$ cat config.mk
export PLATFORM = sky130hd
export DESIGN_NAME = commit_trace_queue
export DESIGN_NICKNAME = d
export VERILOG_FILES = /design/src/rtl/commit_trace_queue.sv
export SDC_FILE = /design/constraint.sdc
export NUM_CORES = 2
export LEC_CHECK = 0
export ABC_CLOCK_PERIOD_IN_PS = 7450
export BUFFER_PORTS_ARGS = -buffer_cell sky130_fd_sc_hd__buf_2
export CAP_MARGIN = 20
export CORE_UTILIZATION = 30
export DETAILED_ROUTE_END_ITERATION = 12
export HOLD_SLACK_MARGIN = 0.08
export PLACE_DENSITY = 0.41
export SLEW_MARGIN = 10
export SYNTH_ARGS = -nofsm -noshare
export SYNTH_HDL_FRONTEND = slang
export SYNTH_SLANG_ARGS = --single-unit
$ cat constraint.sdc
create_clock -name clock -period 7.45 [get_ports clock]
set_clock_uncertainty 0.05 [all_clocks]
set_input_delay 1.49 -clock clock [delete_from_list [all_inputs] [get_ports clock]]
set_output_delay 1.49 -clock clock [all_outputs]
set_load 0.03 [all_outputs]
$ cat src/rtl/commit_trace_queue.sv
// Elastic FIFO between the core's retirement trace port and the co-simulation checker.
// On overflow it stops accepting, drains what it holds, then halts with error raised.
module commit_trace_queue #(
   parameter int DEPTH    = 16,
   parameter int XLEN     = 64,
   parameter int HARTID_W = 8,
   parameter int DROP_W   = 16
) (
   input  logic                     clock,
   input  logic                     reset,
   input  logic                     in_valid,
   input  logic [HARTID_W-1:0]      in_hartid,
   input  logic [XLEN-1:0]          in_pc,
   input  logic [31:0]              in_inst,
   input  logic [XLEN-1:0]          in_wdata,
   output logic                     out_valid,
   input  logic                     out_ready,
   output logic [HARTID_W-1:0]      out_hartid,
   output logic [XLEN-1:0]          out_pc,
   output logic [31:0]              out_inst,
   output logic [XLEN-1:0]          out_wdata,
   output logic [$clog2(DEPTH):0]   level,
   output logic [$clog2(DEPTH):0]   high_water,
   output logic                     overflow,
   output logic [DROP_W-1:0]        drop_count,
   output logic                     error
);

   localparam int AW = $clog2(DEPTH);
   localparam int CW = AW + 1;
   localparam logic [CW-1:0] FULL_COUNT = CW'(DEPTH);

   typedef enum logic [1:0] {
      ST_RUN   = 2'd0,
      ST_DRAIN = 2'd1,
      ST_HALT  = 2'd2
   } state_t;

   state_t state, state_next;

   logic [HARTID_W-1:0] hartid_mem [DEPTH];
   logic [XLEN-1:0]     pc_mem     [DEPTH];
   logic [31:0]         inst_mem   [DEPTH];
   logic [XLEN-1:0]     wdata_mem  [DEPTH];

   logic [AW-1:0] rd_ptr, wr_ptr;
   logic [CW-1:0] count, count_next;
   logic          push, pop, drop;

   assign out_valid = (count != '0);
   assign pop       = out_valid && out_ready;
   assign push      = (state == ST_RUN) && in_valid && ((count < FULL_COUNT) || pop);
   assign drop      = in_valid && !push;
   assign level     = count;
   assign error     = (state == ST_HALT);

   // Head fields are zeroed when empty so uninitialised storage never leaks out.
   assign out_hartid = out_valid ? hartid_mem[rd_ptr] : '0;
   assign out_pc     = out_valid ? pc_mem[rd_ptr]     : '0;
   assign out_inst   = out_valid ? inst_mem[rd_ptr]   : '0;
   assign out_wdata  = out_valid ? wdata_mem[rd_ptr]  : '0;

   always_comb begin
      count_next = count;
      if (push && !pop) begin
         count_next = count + CW'(1);
      end else if (pop && !push) begin
         count_next = count - CW'(1);
      end
   end

   always_comb begin
      state_next = state;
      case (state)
         ST_RUN:   if (drop) state_next = ST_DRAIN;
         ST_DRAIN: if (count_next == '0) state_next = ST_HALT;
         ST_HALT:  state_next = ST_HALT;
         default:  state_next = ST_RUN;
      endcase
   end

   // Storage carries no reset; only pointers and count define what is valid.
   always_ff @(posedge clock) begin
      if (push) begin
         hartid_mem[wr_ptr] <= in_hartid;
         pc_mem[wr_ptr]     <= in_pc;
         inst_mem[wr_ptr]   <= in_inst;
         wdata_mem[wr_ptr]  <= in_wdata;
      end
   end

   always_ff @(posedge clock or posedge reset) begin
      if (reset) begin
         state      <= ST_RUN;
         rd_ptr     <= '0;
         wr_ptr     <= '0;
         count      <= '0;
         high_water <= '0;
         overflow   <= 1'b0;
         drop_count <= '0;
      end else begin
         state <= state_next;
         count <= count_next;
         if (push) wr_ptr <= wr_ptr + AW'(1);
         if (pop)  rd_ptr <= rd_ptr + AW'(1);
         if (count_next > high_water) high_water <= count_next;
         if (drop) begin
            overflow <= 1'b1;
            if (drop_count != '1) drop_count <= drop_count + DROP_W'(1);
         end
      end
   end

endmodule

Word level (Yosys, flattened, before mapping)
Memories as Yosys holds them, arrays and structs flattened.
Index checks and enable logic that the tools add are counted.

storage, ports and cells
  bits in registers = 37
  memory bits (writable) = 2688
  memories kept = 4

cells by class
  add/subtract/negate cells = 5
  order comparisons = 2
  eq/ne operators = 5
  muxes and demuxes = 11
  reduce and logical (&&, ||, !) cells = 14

memories
  name        words  bits a word  rd ports  clocked after memory_dff  write ports  RTL line  RTL
  pc_mem      16     64           1         0                         1            42        logic [XLEN-1:0] pc_mem [DEPTH];
  wdata_mem   16     64           1         0                         1            44        logic [XLEN-1:0] wdata_mem [DEPTH];
  inst_mem    16     32           1         0                         1            43        logic [31:0] inst_mem [DEPTH];
  hartid_mem  16     8            1         0                         1            41        logic [HARTID_W-1:0] hartid_mem [DEPTH];

operators with widths
  cell                     number
  $mux W64                 2
  $mux W32                 1
  $add A16 B1 Y16 const B  1
  $ne A16 B16 Y1 const B   1
  $mux W5                  2
  $add A4 B1 Y4 const B    2
  $mux W8                  1
  $logic_and A1 B1 Y1      6
  $pmux W2 S3              1
  $add A5 B1 Y5 const B    1
  $gt A5 B5 Y1             1
  $logic_not A5 Y1         1
  $lt A5 B5 Y1 const B     1
  $reduce_bool A5 Y1       1
  $sub A5 B1 Y5 const B    1
  $mux W2                  2
  $ne A2 B2 Y1 const B     2
  $reduce_and A2 Y1        2
  $eq A2 B1 Y1 const B     1
  $eq A2 B2 Y1 const B     1
  $logic_not A1 Y1         2
  $logic_not A2 Y1         1
  $mux W1                  2
  $logic_or A1 B1 Y1       1

Longest topological paths before layout
  depth after elaboration = 11
  mapped depth = 16

Worst setup path before layout
Ideal clock, no wire load.

  kind = in2reg
  from = input port out_ready
  to = memory hartid_mem[4][0], enable pin
  data arrival time = 6.159 ns
  data required time = 6.851 ns
  path slack = 0.692 ns
  stages on the path = 5
  buffers on the path = 0
  cells stage by stage = and2b_1 > nor2_1 > nand2_1 > nor2_1 > and2_1

on the way
  cells in the longest elaborated chain, start to end = 5

ends and longest elaborated chain
  element                        RTL line  RTL
  start: declaration             17        input logic out_ready,
  $logic_and A1 B1 Y1            51        assign pop = out_valid && out_ready;
  $logic_or A1 B1 Y1             52        assign push = (state == ST_RUN) && in_valid && ((count < FULL_COUNT) || pop);
  $logic_and A1 B1 Y1            52
  $mux W1                        84        if (push) begin
  $mux W1 (not written as such)  85        hartid_mem[wr_ptr] <= in_hartid;
  end: declaration               41

Every way passes these cells.

Worst setup path in the final report
  from = register rd_ptr[0]
  to = output port out_pc[15]

on the way
  cells in the longest elaborated chain, start to end = 2

ends and longest elaborated chain
  element                   RTL line  RTL
  start: declaration        46        logic [AW-1:0] rd_ptr, wr_ptr;
  start signal: assignment  105       if (pop) rd_ptr <= rd_ptr + AW'(1);
  $mem_v2 Z16 W64           n/a
  $mux W64                  59        assign out_pc = out_valid ? pc_mem[rd_ptr] : '0;
  end: declaration          19        output logic [XLEN-1:0] out_pc,

Every way passes these cells.

==> results.sh <==
export IMPL_syn_to_final_growth_pct=18.0
export IMPL_cts_sinks=2725
export IMPL_drv_slew=0
export IMPL_holdWs_ns=0.421
export IMPL_synth_largest_area_cell="edfxtp_1"
export IMPL_yosys_area_share_simple=0.0149
export IMPL_cp_start_kind="register"
export IMPL_dp_slack_ns=2.49
export IMPL_synth_top_family_by_area="multiplexers"
export IMPL_clk_pin_slew_ns=0.06
export IMPL_critPathMaxFanout=80
export IMPL_ir_drop_uv=255
export IMPL_ctsHoldBuffers=0
export IMPL_syn_nets=4317
export IMPL_ios=369
export IMPL_fill_cells=31400
export IMPL_cts_setup_buffers=0
export IMPL_hold_path_class="register to register"
export IMPL_utilization=0.356
export IMPL_p_clk_frac=0.325
export IMPL_clk_latency_ns=0.90
export IMPL_fin_area_um2=122000
export IMPL_cp_arrival_ns=4.22
export IMPL_synth_compound_area_frac=0.00227
export IMPL_placed_cell_area_um2=112000
export IMPL_cts_tree="done"
export IMPL_slew_headroom=0.281
export IMPL_synth_top_area_share=0.778
export IMPL_drt_iter0_markers=3322
export IMPL_grt_pass1_wl_um=395000
export IMPL_synth_top_flop_cell="edfxtp_1"
export IMPL_rsz0062_at_grt="no"
export IMPL_route_detailed_drc=0
export IMPL_p_per_area_nw_per_um2=386
export IMPL_cts_path_max_buffers=4
export IMPL_cts_buffers=317
export IMPL_ant_nets=0
export IMPL_core_um2=344000
export IMPL_synth_seq_cells=2725
export IMPL_muxShareOfSynthArea=0.183
export IMPL_syn_area_um2=104000
export IMPL_antenna_found_initial=85
export IMPL_gpl_final_weighted_congestion=0.692
export IMPL_grt_max_degree=95
export IMPL_htreeDepth=5
export IMPL_status="complete, no violations"
export IMPL_dp_hpwl_um=138000
export IMPL_layoutNonFillerInstCount=9544
export IMPL_setup_tns_ns=0
export IMPL_fp_dieW_um=590
export IMPL_yosysMostFrequentCell="edfxtp_1"
export IMPL_fin_crit_sh=0.773
export IMPL_ys_types=51
export IMPL_io_buffers=368
export IMPL_synth_warnings=0
export IMPL_worst_pin_slew_ns=1.08
export IMPL_p_comb_frac=0.302
export IMPL_finalSetupViolations=0
export IMPL_via_per_inst=4.86
export IMPL_dr_pass1_iters=7
export IMPL_start_util=0.302
export IMPL_drive_above_1_share=0.358
export IMPL_critPathKind="register to output port"
export IMPL_placed_cells=8945
export IMPL_routed_wl_um=280000
export IMPL_synth_area_top_cells="edfxtp_1, mux4_2, and2_1, dfrtp_1, clkbuf_1"
export IMPL_setup_slack_ns=1.69
export IMPL_switchingPower_mw=14.8
export IMPL_fmax_mhz=174
export IMPL_endpoint_kind="output port"
export IMPL_cts_root_buf="clkbuf_16"
export IMPL_die_area_um2=348000
export IMPL_wl_per_cell_um=29.4
export IMPL_synth_xor_area_frac=0.00194
export IMPL_synth_cells=4128
export IMPL_p_int_mw=32.5
export IMPL_drv_cap=0
export IMPL_p_sw_frac=0.312
export IMPL_syn_avg_cell_area_um2=25.1
export IMPL_synth_enable_flop_cells=2688
export IMPL_seqPwrFrac=0.374
export IMPL_required_ns=5.91
export IMPL_synth_fa_ha_area_frac=0.00205
export IMPL_synth_common_cells="edfxtp_1, mux4_2, and2_1"
export IMPL_cts_resized=0
export IMPL_overflow=0
export IMPL_async_reset_ff_frac=0.0136
export IMPL_timing_final_crit_period_ns=5.76
export IMPL_power_leakage_nw=38.1
export IMPL_vias=46400
export IMPL_synth_yosys_seq_area_share=0.787
export IMPL_grt_pass1_vias=50000
export IMPL_hold_viol=0
export IMPL_core_rowCount=215
export IMPL_nNetsFinal=4896
export IMPL_grt_use_total=0.160
export IMPL_power_mw=47.2
export IMPL_dieHeight_um=590
-- final timing paths --
| kind | startpoint | end | slack, ns | depth (start not counted) |
|---|---|---|---|---|
| max | rd_ptr[0]$_DFFE_PP0P_ | out_pc[15] | 1.69 | 5 |
| max in group asynchronous | reset | rd_ptr[3]$_DFFE_PP0P_ | 6.22 | 3 |
| min reg2reg | overflow$_DFFE_PP0P_ | overflow$_DFFE_PP0P_ | 0.42 | 1 |
| min in group asynchronous | reset | high_water[1]$_DFFE_PP0N_ | 0.66 | 3 |
| min | overflow$_DFFE_PP0P_ | overflow$_DFFE_PP0P_ | 0.42 | 1 |
| max reg2reg | state[0]$_DFFE_PP0P_ | inst_mem[7][13]$_DFFE_PP_ | 3.41 | 8 |
-- cells by family after synthesis --
group | after synthesis
adder cells (fa/ha/maj) | 17
buffers and inverters | 227
AO/OA/AOI/OAI | 30
XOR/XNOR | 23
flip-flops | 2725
multiplexers | 849
AND/OR/NAND/NOR | 257
-- critical path, cell delays in order, from the launching register on --
cell and delay, ns:
dfrtp_4 1.02, buf_12 0.57, mux4_2 0.58, mux4_2 0.54, and2_1 0.26, buf_2 0.20
-- routing by layer --
metal / vias up / wire, µm / GRT usage
met5: - / 231 / 0
met4: 40 / 5810 / 0.0348
met3: 448 / 14300 / 0.0346
met2: 988 / 139000 / 0.269
met1: 25800 / 121000 / 0.213
li1: 19100 / - / -
-- power by group through the flow --
stage / Sequential [mW] / Combinational (mW) / Clock [mW]
after detailed placement: 18.0 / 14.7 / 0
after floorplan: 17.9 / 9.95 / 0
after CTS: 17.7 / 14.8 / 15.8
after global routing: 17.7 / 15.3 / 16.4
final: 17.7 / 14.3 / 15.3
after global placement: 18.0 / 14.8 / 0
-- flip-flops by register name, indices dropped and copies added, names as in the netlist --
register	cells
drop_count	16
hartid_mem	128
high_water	5
inst_mem	512
level	5
overflow	1
pc_mem	1024
rd_ptr	4
state	2
wdata_mem	1024
wr_ptr	4
-- cells in the final DEF, fill, tap and decap left out, types with 5 or more instances in the layout --
cell           n
clkbuf_1      64
clkinvlp_4     7
bufinv_16     29
ha_1          17
nor3_1         5
clkinv_16      5
mux2_1         5
nand4_1        5
a21oi_1        5
nand3_1        9
buf_2        368
clkbuf_16    318
clkinv_1      77
nor2_1        19
inv_6          9
diode_2       20
nand2_1       18
o21ai_0        6
mux4_2       840
inv_16         8
and2_4        13
buf_12        64
xnor2_1       13
dfrtp_1       33
edfxtp_1    2688
buf_4         38
inv_1         15
clkinv_2      48
clkinv_8       7
xor2_1        10
and2_1       171
-- layout make-up --
cell class | instances | area (µm²) | area share
diodes | 20 | 50.0 | 0.000409
clock buffers | 386 | 8250 | 0.0674
clock inverters | 193 | 1980 | 0.0162
inverters | 16 | 67.6 | 0.000552
multi-input cells | 1176 | 21200 | 0.174
flip-flops and latches | 2725 | 81700 | 0.667
well taps | 4557 | 5700 | 0.0466
repair buffers | 471 | 3440 | 0.0281
(Power assumes the default switching activity.)
